===== src/rtl/imm_decode_pkg.sv =====
// Shared types and opcode constants for the immediate decode stage.
package imm_decode_pkg;

  localparam int unsigned INST_W = 32;
  localparam int unsigned OPC_W  = 7;

  // Immediate format reported alongside each decoded instruction
  typedef enum logic [2:0] {
    FMT_I    = 3'd0,
    FMT_S    = 3'd1,
    FMT_B    = 3'd2,
    FMT_U    = 3'd3,
    FMT_J    = 3'd4,
    FMT_NONE = 3'd5,
    FMT_Z    = 3'd6
  } imm_fmt_e;

  localparam logic [OPC_W-1:0] OPC_LOAD    = 7'b0000011;
  localparam logic [OPC_W-1:0] OPC_OPIMM   = 7'b0010011;
  localparam logic [OPC_W-1:0] OPC_JALR    = 7'b1100111;
  localparam logic [OPC_W-1:0] OPC_STORE   = 7'b0100011;
  localparam logic [OPC_W-1:0] OPC_BRANCH  = 7'b1100011;
  localparam logic [OPC_W-1:0] OPC_LUI     = 7'b0110111;
  localparam logic [OPC_W-1:0] OPC_AUIPC   = 7'b0010111;
  localparam logic [OPC_W-1:0] OPC_JAL     = 7'b1101111;
  localparam logic [OPC_W-1:0] OPC_OP      = 7'b0110011;
  localparam logic [OPC_W-1:0] OPC_FENCE   = 7'b0001111;
  localparam logic [OPC_W-1:0] OPC_SYSTEM  = 7'b1110011;
  localparam logic [OPC_W-1:0] OPC_OPIMM32 = 7'b0011011;
  localparam logic [OPC_W-1:0] OPC_OP32    = 7'b0111011;

endpackage


===== src/rtl/imm_decode_stage_if.sv =====
// Fetch-side and execute-side handshake bundle of the immediate decode stage.
// slave: the decode stage; master: the surrounding pipeline.
interface imm_decode_stage_if
  import imm_decode_pkg::*;
#(
  parameter int unsigned XLEN  = 32,
  parameter int unsigned TAG_W = 32
);

  logic              in_valid;
  logic              in_ready;
  logic [INST_W-1:0] in_inst;
  logic [TAG_W-1:0]  in_tag;

  logic              out_valid;
  logic              out_ready;
  logic [XLEN-1:0]   out_imm;
  imm_fmt_e          out_fmt;
  logic              out_illegal;
  logic [TAG_W-1:0]  out_tag;

  modport slave (
    input  in_valid, in_inst, in_tag, out_ready,
    output in_ready, out_valid, out_imm, out_fmt, out_illegal, out_tag
  );

  modport master (
    output in_valid, in_inst, in_tag, out_ready,
    input  in_ready, out_valid, out_imm, out_fmt, out_illegal, out_tag
  );

endinterface


===== src/rtl/imm_decode_comb.sv =====
// Combinational instruction -> {immediate, format, illegal} decoder.
// Optional macro IMM_DECODE_ZICSR_EN: CSR immediate forms report FMT_Z.
module imm_decode_comb
  import imm_decode_pkg::*;
#(
  parameter int unsigned XLEN = 32
) (
  input  logic [INST_W-1:0] inst,
  output logic [XLEN-1:0]   imm_c,
  output imm_fmt_e          fmt_c,
  output logic              illegal_c
);

  localparam bit IS_RV64 = (XLEN == 64);

  if ((XLEN != 32) && (XLEN != 64)) begin : g_bad_xlen
    $error("imm_decode_comb: XLEN must be 32 or 64, got %0d", XLEN);
  end

  logic [OPC_W-1:0] opc;
  logic [31:0]      imm_i;
  logic [31:0]      imm_s;
  logic [31:0]      imm_b;
  logic [31:0]      imm_u;
  logic [31:0]      imm_j;

  assign opc = inst[OPC_W-1:0];

  // 32-bit candidates whose bit 31 is always inst[31]; widened to XLEN below
  assign imm_i = 32'($signed(inst[31:20]));
  assign imm_s = 32'($signed({inst[31:25], inst[11:7]}));
  assign imm_b = 32'($signed({inst[31], inst[7], inst[30:25], inst[11:8], 1'b0}));
  assign imm_u = {inst[31:12], 12'b0};
  assign imm_j = 32'($signed({inst[31], inst[19:12], inst[20], inst[30:21], 1'b0}));

  function automatic logic [XLEN-1:0] sext32(input logic [31:0] v);
    return XLEN'($signed(v));
  endfunction

  // Opcode table; anything unlisted is flagged illegal with a zero immediate
  always_comb begin
    imm_c     = '0;
    fmt_c     = FMT_NONE;
    illegal_c = 1'b0;
    if (inst[1:0] != 2'b11) begin
      illegal_c = 1'b1;
    end else begin
      unique case (opc)
        OPC_LOAD, OPC_OPIMM, OPC_JALR: begin
          fmt_c = FMT_I;
          imm_c = sext32(imm_i);
        end
        OPC_STORE: begin
          fmt_c = FMT_S;
          imm_c = sext32(imm_s);
        end
        OPC_BRANCH: begin
          fmt_c = FMT_B;
          imm_c = sext32(imm_b);
        end
        OPC_LUI, OPC_AUIPC: begin
          fmt_c = FMT_U;
          imm_c = sext32(imm_u);
        end
        OPC_JAL: begin
          fmt_c = FMT_J;
          imm_c = sext32(imm_j);
        end
        OPC_OP, OPC_FENCE: begin
          fmt_c = FMT_NONE;
        end
        OPC_SYSTEM: begin
`ifdef IMM_DECODE_ZICSR_EN
          // ECALL/EBREAK (funct3=0) carry no immediate
          if (inst[14:12] != 3'b000) begin
            fmt_c = FMT_Z;
            if (inst[14]) imm_c = XLEN'(inst[19:15]);
          end
`else
          fmt_c = FMT_NONE;
`endif
        end
        OPC_OPIMM32: begin
          if (IS_RV64) begin
            fmt_c = FMT_I;
            imm_c = sext32(imm_i);
          end else begin
            illegal_c = 1'b1;
          end
        end
        OPC_OP32: begin
          if (!IS_RV64) illegal_c = 1'b1;
        end
        default: illegal_c = 1'b1;
      endcase
    end
  end

endmodule


===== src/rtl/imm_decode_stage.sv =====
// Registered immediate decode stage with a 2-entry skid buffer between
// fetch and execute. in_ready is a pure register output (= !skid_valid).
module imm_decode_stage
  import imm_decode_pkg::*;
#(
  parameter int unsigned XLEN  = 32,
  parameter int unsigned TAG_W = 32
) (
  input  logic                clk,
  input  logic                rst,
  input  logic                flush,
  imm_decode_stage_if.slave   bus
);

  logic [XLEN-1:0]  dec_imm;
  imm_fmt_e         dec_fmt;
  logic             dec_illegal;

  logic             in_ready_q;
  logic             out_valid_q;
  logic [XLEN-1:0]  out_imm_q;
  imm_fmt_e         out_fmt_q;
  logic             out_illegal_q;
  logic [TAG_W-1:0] out_tag_q;

  logic             skid_valid_q;
  logic [XLEN-1:0]  skid_imm_q;
  imm_fmt_e         skid_fmt_q;
  logic             skid_illegal_q;
  logic [TAG_W-1:0] skid_tag_q;

  logic             accept;
  logic             out_free;

  imm_decode_comb #(.XLEN(XLEN)) u_dec (
    .inst      (bus.in_inst),
    .imm_c     (dec_imm),
    .fmt_c     (dec_fmt),
    .illegal_c (dec_illegal)
  );

  assign accept   = bus.in_valid && in_ready_q;
  assign out_free = !out_valid_q || bus.out_ready;

  // Output register and skid entry; skid always refills the output first
  always_ff @(posedge clk) begin
    if (rst) begin
      in_ready_q     <= 1'b1;
      out_valid_q    <= 1'b0;
      out_imm_q      <= '0;
      out_fmt_q      <= FMT_NONE;
      out_illegal_q  <= 1'b0;
      out_tag_q      <= '0;
      skid_valid_q   <= 1'b0;
      skid_imm_q     <= '0;
      skid_fmt_q     <= FMT_NONE;
      skid_illegal_q <= 1'b0;
      skid_tag_q     <= '0;
    end else if (flush) begin
      in_ready_q   <= 1'b1;
      out_valid_q  <= 1'b0;
      skid_valid_q <= 1'b0;
    end else if (out_free) begin
      if (skid_valid_q) begin
        out_valid_q   <= 1'b1;
        out_imm_q     <= skid_imm_q;
        out_fmt_q     <= skid_fmt_q;
        out_illegal_q <= skid_illegal_q;
        out_tag_q     <= skid_tag_q;
        skid_valid_q  <= 1'b0;
        in_ready_q    <= 1'b1;
      end else if (accept) begin
        out_valid_q   <= 1'b1;
        out_imm_q     <= dec_imm;
        out_fmt_q     <= dec_fmt;
        out_illegal_q <= dec_illegal;
        out_tag_q     <= bus.in_tag;
      end else begin
        out_valid_q   <= 1'b0;
      end
    end else if (accept) begin
      skid_valid_q   <= 1'b1;
      skid_imm_q     <= dec_imm;
      skid_fmt_q     <= dec_fmt;
      skid_illegal_q <= dec_illegal;
      skid_tag_q     <= bus.in_tag;
      in_ready_q     <= 1'b0;
    end
  end

  assign bus.in_ready    = in_ready_q;
  assign bus.out_valid   = out_valid_q;
  assign bus.out_imm     = out_imm_q;
  assign bus.out_fmt     = out_fmt_q;
  assign bus.out_illegal = out_illegal_q;
  assign bus.out_tag     = out_tag_q;

endmodule


===== src/flat_wrapper.sv =====
// flat-port wrapper written by rule: the top's interface ports become plain ports
module imm_decode_stage_flat import imm_decode_pkg::*;
#(
  parameter int unsigned XLEN  = 32,
  parameter int unsigned TAG_W = 32
)
  (clk, rst, flush, bus_in_valid, bus_in_inst, bus_in_tag, bus_out_ready, bus_in_ready, bus_out_valid, bus_out_imm, bus_out_fmt, bus_out_illegal, bus_out_tag);
  imm_decode_stage_if #(.XLEN(XLEN), .TAG_W(TAG_W)) bus_i ();
  input  logic clk;
  input  logic rst;
  input  logic flush;
  input wire logic [$bits(bus_i.in_valid)-1:0] bus_in_valid;
  input wire logic [$bits(bus_i.in_inst)-1:0] bus_in_inst;
  input wire logic [$bits(bus_i.in_tag)-1:0] bus_in_tag;
  input wire logic [$bits(bus_i.out_ready)-1:0] bus_out_ready;
  output wire logic [$bits(bus_i.in_ready)-1:0] bus_in_ready;
  output wire logic [$bits(bus_i.out_valid)-1:0] bus_out_valid;
  output wire logic [$bits(bus_i.out_imm)-1:0] bus_out_imm;
  output wire logic [$bits(bus_i.out_fmt)-1:0] bus_out_fmt;
  output wire logic [$bits(bus_i.out_illegal)-1:0] bus_out_illegal;
  output wire logic [$bits(bus_i.out_tag)-1:0] bus_out_tag;
  assign bus_i.in_valid = bus_in_valid;
  assign bus_i.in_inst = bus_in_inst;
  assign bus_i.in_tag = bus_in_tag;
  assign bus_i.out_ready = bus_out_ready;
  assign bus_in_ready = bus_i.in_ready;
  assign bus_out_valid = bus_i.out_valid;
  assign bus_out_imm = bus_i.out_imm;
  assign bus_out_fmt = bus_i.out_fmt;
  assign bus_out_illegal = bus_i.out_illegal;
  assign bus_out_tag = bus_i.out_tag;
  imm_decode_stage #(.XLEN(XLEN), .TAG_W(TAG_W)) u_core (.clk(clk), .rst(rst), .flush(flush), .bus(bus_i));
endmodule

===== config.mk =====
export PLATFORM = sky130hd
export DESIGN_NAME = imm_decode_stage_flat
export DESIGN_NICKNAME = d
export VERILOG_FILES = /design/src/rtl/imm_decode_pkg.sv /design/src/rtl/imm_decode_stage_if.sv /design/src/rtl/imm_decode_comb.sv /design/src/rtl/imm_decode_stage.sv /design/src/flat_wrapper.sv
export SDC_FILE = /design/constraint.sdc
export NUM_CORES = 1
export LEC_CHECK = 0
export CORE_ASPECT_RATIO = 2
export CORE_MARGIN = 2
export CORE_UTILIZATION = 45
export DETAILED_ROUTE_END_ITERATION = 8
export PLACE_DENSITY_LB_ADDON = 0.15
export SYNTH_ARGS = -nofsm -noshare
export SYNTH_HDL_FRONTEND = slang
export SYNTH_SLANG_ARGS = --single-unit

===== constraint.sdc =====
create_clock -name clk -period 2 [get_ports clk]
set_input_delay 0.5 -clock clk [delete_from_list [all_inputs] [get_ports clk]]
set_output_delay 0.5 -clock clk [all_outputs]
set_load 0.05 [all_outputs]

==> results.ini, run 1 <==
[worst_setup_path]
crit_path_end_kind=register
worstPathArrival_ps=2260
cpMaxStageDelayCell=clkdlybuf4s50_1
startpoint=bus_in_inst[4]
cp_common_cell=buf_4
crit_path_start_kind=input pin
path_max_fanout=5
reg2reg_depth=6
slowest_delay_ps=490
path_cells=clkdlybuf4s50_1 > nand4b_1 > buf_4 > buf_4 > o32ai_4 > a22oi_1 > a211oi_1
r2r-start=u_core.bus.out_valid
path_class=input pin to register
required_ps=2310

[global_route]
grt_pass1_vias=5697
grt_max_degree=69
antenna_found_initial=0
grt_pass1_wl_um=27600
grt_usage=0.245
grt_overflow=0

[sta]
setup_viol=0
layout_setup_ws_ps=52.5
fin_skew_ps=8.24
grt_setup_unrepaired=true
fin_crit_sh=0.974
hold_viol=0
drv_slew=0
totalNegativeSetupSlack_ps=0
relSlewSlack=0.581
fin_crit_ps=1950
max_freq_ghz=0.513
worst_pin_slew_ps=628

[synth]
yosys.cell_count.top_type=dfxtp_1
synth_top_cell_area_share=0.477
async_flop_share=0
synth.area.top_cells=dfxtp_1 (48%), a211oi_1 (8.5%), nand2_1 (6.8%)
synthesis.instances=669
ys_seq_area_frac=0.477
synth_edf_count=0
synth_top_flop_cell=dfxtp_1
yosysTopAreaCell=dfxtp_1
syn-num-nets=738
syn_area_per_cell_sq_um=8.72
ys_types=45
synthTopCellsByCount=dfxtp_1 (139), nand2_1 (105), nor2_1 (71)
netlist_area_sq_um=5840
synth-seq-cells=139
yosysWarningCount=0

[min_path]
min_delay_path_depth=2
holdCritStartpoint=u_core.skid_imm_q[10]
hp-class=register to register

[detailed_routing]
via_per_inst=5.71
drt_iter0_markers=308
drc=0
wirelength_um=17200
routedWlPerCell_um=17.6
route.vias.total=5584
ant_nets=0
firstDrtPassIters=8

[die]
die_area_sq_um=14000
pin_count=139
initial_core_util=0.462
core_area_sq_um=12600
die_x_um=84.5
rows=58
die_h_um=165

[cts]
cts_tree=yes
cts_buffers=17
clk_latency_ps=410
cts.clk_slew.worst_paths_ps=60
clockBufferDepth=2
root_buffer=clkbuf_16
cts.sinks=139
cts-htree-levels=4

[run]
drv_cap=0

[power]
irDropWorstVdd_uv=667
power.leakage_uw=0.00297
p_per_area_nw_per_um2=860
power_frac_comb=0.143
finalPower_uw=6980
switching_power_uw=1890
power.share.clock=0.439
p_int_uw=5090
switching_share=0.271
seq_power_share=0.418

[layout]
antennaDiodeCount=0
drive_above_1_share=0.167
nNetsFinal=884
area_delta_synth_final_pct=39.1

[placed_design]
gp_congestion=0.892
dpl_worst_slack_ps=-519
place.port_buffers=138
dp_hpwl_um=11900

[outcome]
status=finished clean

flip-flops by register name (all words and copies together) (netlist names):
| signal | count |
|---|---|
| u_core.bus.out_tag | 32 |
| u_core.bus.out_valid | 1 |
| u_core.skid_tag_q | 32 |
| u_core.bus.out_fmt | 3 |
| u_core.skid_fmt_q | 3 |
| u_core.skid_imm_q | 32 |
| u_core.bus.in_ready | 1 |
| u_core.skid_valid_q | 1 |
| u_core.bus.out_illegal | 1 |
| u_core.bus.out_imm | 32 |
| u_core.skid_illegal_q | 1 |
cell usage in the layout, fill, tap and decap left out, drive strengths merged, types with 3 or more instances in the layout:
master         count
nand3             13
o211ai             6
a211oi            67
mux2i             33
clkbuf            19
o21ai             29
clkinvlp           3
dlygate4sd2       41
nor2              71
clkdlybuf4s50     67
nand2            105
nor3               9
nand4b             8
a21oi             55
buf               82
nand3b             7
a22oi              5
clkinv             5
a221oi            22
dfxtp            139
or3                4
inv                9
worst max-delay path: cells and delay by family:
family,cells,cell delay (ps)
buf+inv,3,820
simple gates,1,280
compound gates,3,670
stage by stage:
stage          hold slack (ps)  instance area, sq um  utilization  std cells
2_1_floorplan              432                  5840            -        669
4_1_cts                    455                  8060        0.639        976
5_1_grt                    468                  8120        0.643        978
3_3_place_gp               438                  7520        0.595        944
6_report                   453                  8120        0.643        978
3_5_place_dp               446                  7520        0.595        944
path summary, 6_finish.rpt:
path / to / slack [ps]
worst max-delay path: u_core.skid_imm_q[1] / 50
worst min-delay path: u_core.skid_imm_q[10] / 450
worst max register to register: u_core.bus.out_fmt[2] / 260
worst min register to register: u_core.skid_imm_q[10] / 450
layer usage:
layer | track usage | vias up | part of all wire | wire (um)
li1 | - | 2689 | - | -
met1 | 0.268 | 2683 | 0.39 | 6770
met2 | 0.441 | 179 | 0.53 | 9190
met3 | 0.0482 | 33 | 0.042 | 728
met4 | 0.127 | 0 | 0.031 | 532
met5 | 0 | - | 0 | 0
power groups by stage:
stage / clock (uW) / combinational, uW / sequential, uW
after floorplan: 0 / 297 / 3250
after global placement: 0 / 1010 / 2980
after detailed placement: 0 / 1020 / 2980
after CTS: 3120 / 991 / 2920
after global routing: 3250 / 1060 / 2930
final: 3060 / 994 / 2920
logic make-up after synthesis:
logic type             count (synthesis)  share of synthesized area
AOI/OAI and AO/OA                    198                      0.237
buffers and inverters                 69                     0.0512
DFF                                  139                      0.477
muxes                                 34                     0.0592
and+or+nand+nor                      229                      0.176
final cells by class:
type	instances	area (sq um)
sequential	139	2780
fill	1106	4510
multi-input combinational	461	2830
inverter	6	22.5
clock inverter	13	144
tap	150	188
timing repair buffer	190	1720
clock buffer	19	433
repair_timing:
action	4_1_cts	5_1_grt
endpoints found under the hold margin	0	0
resized for setup	45	6
buffers inserted	0	2
hold buffers	0	0
setup endpoints to repair	64	19
Note: power is estimated with default switching activity, not from simulation.
==> run 2, diff against run 1 <==
--- a/config.mk
+++ b/config.mk
@@ -5,6 +5,7 @@
 export SDC_FILE = /design/constraint.sdc
 export NUM_CORES = 1
 export LEC_CHECK = 0
+export ABC_CLOCK_PERIOD_IN_PS = 2200
 export CORE_ASPECT_RATIO = 2
 export CORE_MARGIN = 2
 export CORE_UTILIZATION = 45
==> constraint.sdc (replaced) <==
create_clock -name clk -period 2.2 [get_ports clk]
set_input_delay 0.55 -clock clk [delete_from_list [all_inputs] [get_ports clk]]
set_output_delay 0.55 -clock clk [all_outputs]
set_load 0.05 [all_outputs]
==> run 2 against run 1 <==
Against the previous run:
- global-route usage about the same
- clock power decreased by 7.5%
- setup slack got worse by 7.5 ps
- routed wire length decreased by 2.6%
- die area unchanged
- final cell count increased by 0.20%
- via count decreased by 1.1%
- highest routed layer unchanged
==> results.ini, run 2 (synthesized netlist as in run 1, its figures left out) <==
[cts]
cts_buffers=17  ; unchanged
cts.repair.resized=1  ; was 45
clk_latency_ps=410  ; about the same
cts_setup_buffers=0  ; unchanged
cts_tree=yes  ; unchanged
root_buffer=clkbuf_16  ; unchanged
postCtsHoldBufs=0  ; unchanged
cts-htree-levels=4  ; unchanged
cts.sinks=139  ; unchanged
cts.clk_slew.worst_paths_ps=60  ; about the same
clockBufferDepth=2  ; unchanged

[placed_design]
place.port_buffers=138  ; unchanged
dpl_worst_slack_ps=-307  ; was -519 ps
gp_congestion=0.840  ; was 0.892
dp_hpwl_um=11900  ; about the same

[die]
rows=58  ; unchanged
pin_count=139  ; unchanged
initial_core_util=0.462  ; unchanged
die_x_um=84.5  ; unchanged
core_area_sq_um=12600  ; unchanged
die_h_um=165  ; unchanged
die_area_sq_um=14000  ; unchanged

[sta]
grt_setup_unrepaired=false  ; was true
hold_viol=0  ; unchanged
fin_crit_ps=2150
fin_skew_ps=7.45  ; was 8.24 ps
drv_slew=0  ; unchanged
fin_crit_sh=0.980
max_freq_ghz=0.464
setup_viol=0  ; unchanged
relSlewSlack=0.517  ; was 0.581
layout_setup_ws_ps=45.0  ; was 52.5 ps
worst_pin_slew_ps=724  ; was 628 ps

[power]
irDropWorstVdd_uv=597  ; was 667 uV
p_per_area_nw_per_um2=780  ; was 860 nW/um^2
power.leakage_uw=0.00281  ; was 0.00297 uW

[worst_setup_path]
path_max_fanout=2  ; was 5
path_cells=clkdlybuf4s50_1  ; was clkdlybuf4s50_1 > nand4b_1 > buf_4 > buf_4 > o32ai_4 > a22oi_1 > a211oi_1
crit_path_start_kind=register  ; was input pin
worstPathArrival_ps=1600  ; was 2260 ps
path_class=register to output pin  ; was input pin to register
cpLargestDelayFamily=buffers and inverters  ; unchanged
slowest_delay_ps=820  ; was 490 ps
required_ps=1650  ; was 2310 ps
crit_path_end_kind=output pin  ; was register
cpMaxStageDelayCell=clkdlybuf4s50_1  ; unchanged
path_buf_inv=1  ; was 3

[run]
drv_cap=0  ; unchanged

[global_route]
grt_pass1_wl_um=27700  ; was 27600 um
grt_usage=0.244  ; was 0.245
grt_max_degree=64  ; was 69
grt_pass1_vias=5701  ; was 5697
antenna_found_initial=0  ; unchanged
grt_overflow=0  ; unchanged

[layout]
final_common_cell=dfxtp_1  ; unchanged
drive_above_1_share=0.131  ; was 0.167
regArea_sq_um=2780  ; unchanged
nNetsFinal=886  ; was 884
utilization=0.652  ; was 0.643
area_delta_synth_final_pct=41.0  ; was 39.1%
multiInputGateArea_sq_um=2770  ; was 2830 sq um
final_cell_mix=dfxtp_1 (138), clkdlybuf4s50_1 (133), nand2_1 (105)  ; was dfxtp_1 (138), nand2_1 (105), buf_4 (76)
n_fill_cell=1073  ; was 1106
antennaDiodeCount=0  ; unchanged

[detailed_routing]
route.vias.total=5520  ; was 5584
ant_nets=0  ; unchanged
drt_iter0_markers=337  ; was 308
wirelength_um=16800  ; was 17200 um
drc=0  ; unchanged
firstDrtPassIters=7  ; was 8
routedWlPerCell_um=17.1  ; was 17.6 um
via_per_inst=5.63  ; was 5.71

[min_path]
hp-class=register to register  ; unchanged

[outcome]
status=finished clean  ; unchanged

run 2: cell count changes in the layout (fill, tap and decap cells not counted), moves of 3 or more:
cell,change
a211oi_2,-3
buf_4,-27
a211oi_1,+4
dlygate4sd2_1,-40
inv_8,+3
clkdlybuf4s50_1,+66
run 2: power by group:
group / internal, uW / switching (uW)
Clock: 1630 / 1200
Combinational: 382 / 554
Sequential: 2600 / 50.0
run 2: per-layer routing:
layer  GRT usage  wire [um]  up-vias  part of all wire
met3      0.0437        691       34             0.041
met5           0          0        -                 0
li1            -          -     2708                 -
met1       0.272       6490     2618              0.39
met2       0.438       9030      160              0.54
met4       0.126        558        0             0.033
run 2: worst paths after layout:
check	depth (start not counted)	end	slack, ps	from
max	1	bus_out_tag[24]	50	u_core.bus.out_tag[24]
min	2	u_core.skid_tag_q[26]	450	u_core.skid_tag_q[26]
max reg2reg	5	u_core.bus.out_imm[12]	330	u_core.bus.out_valid
min reg2reg	2	u_core.skid_tag_q[26]	450	u_core.skid_tag_q[26]
run 2: layout make-up:
class	instances	share of cell area
sequential	139	0.338
timing repair buffer	192	0.228
inverter	6	0.00274
multi-input combinational	461	0.336
clock buffer	18	0.0534
tap	150	0.0228
clock inverter	14	0.0181
run 2: through the flow:
stage               cells  setup TNS [ps]  power [uW]  cell area [sq um]  hold WS [ps]
floorplan             669               0        3230               5840           432
global placement      948          -13190        3630               7640           438
detailed placement    948          -15710        3650               7640           447
CTS                   980               0        6470               8230           455
global route          980               0        6640               8230           474
finish                980               0        6420               8230           453
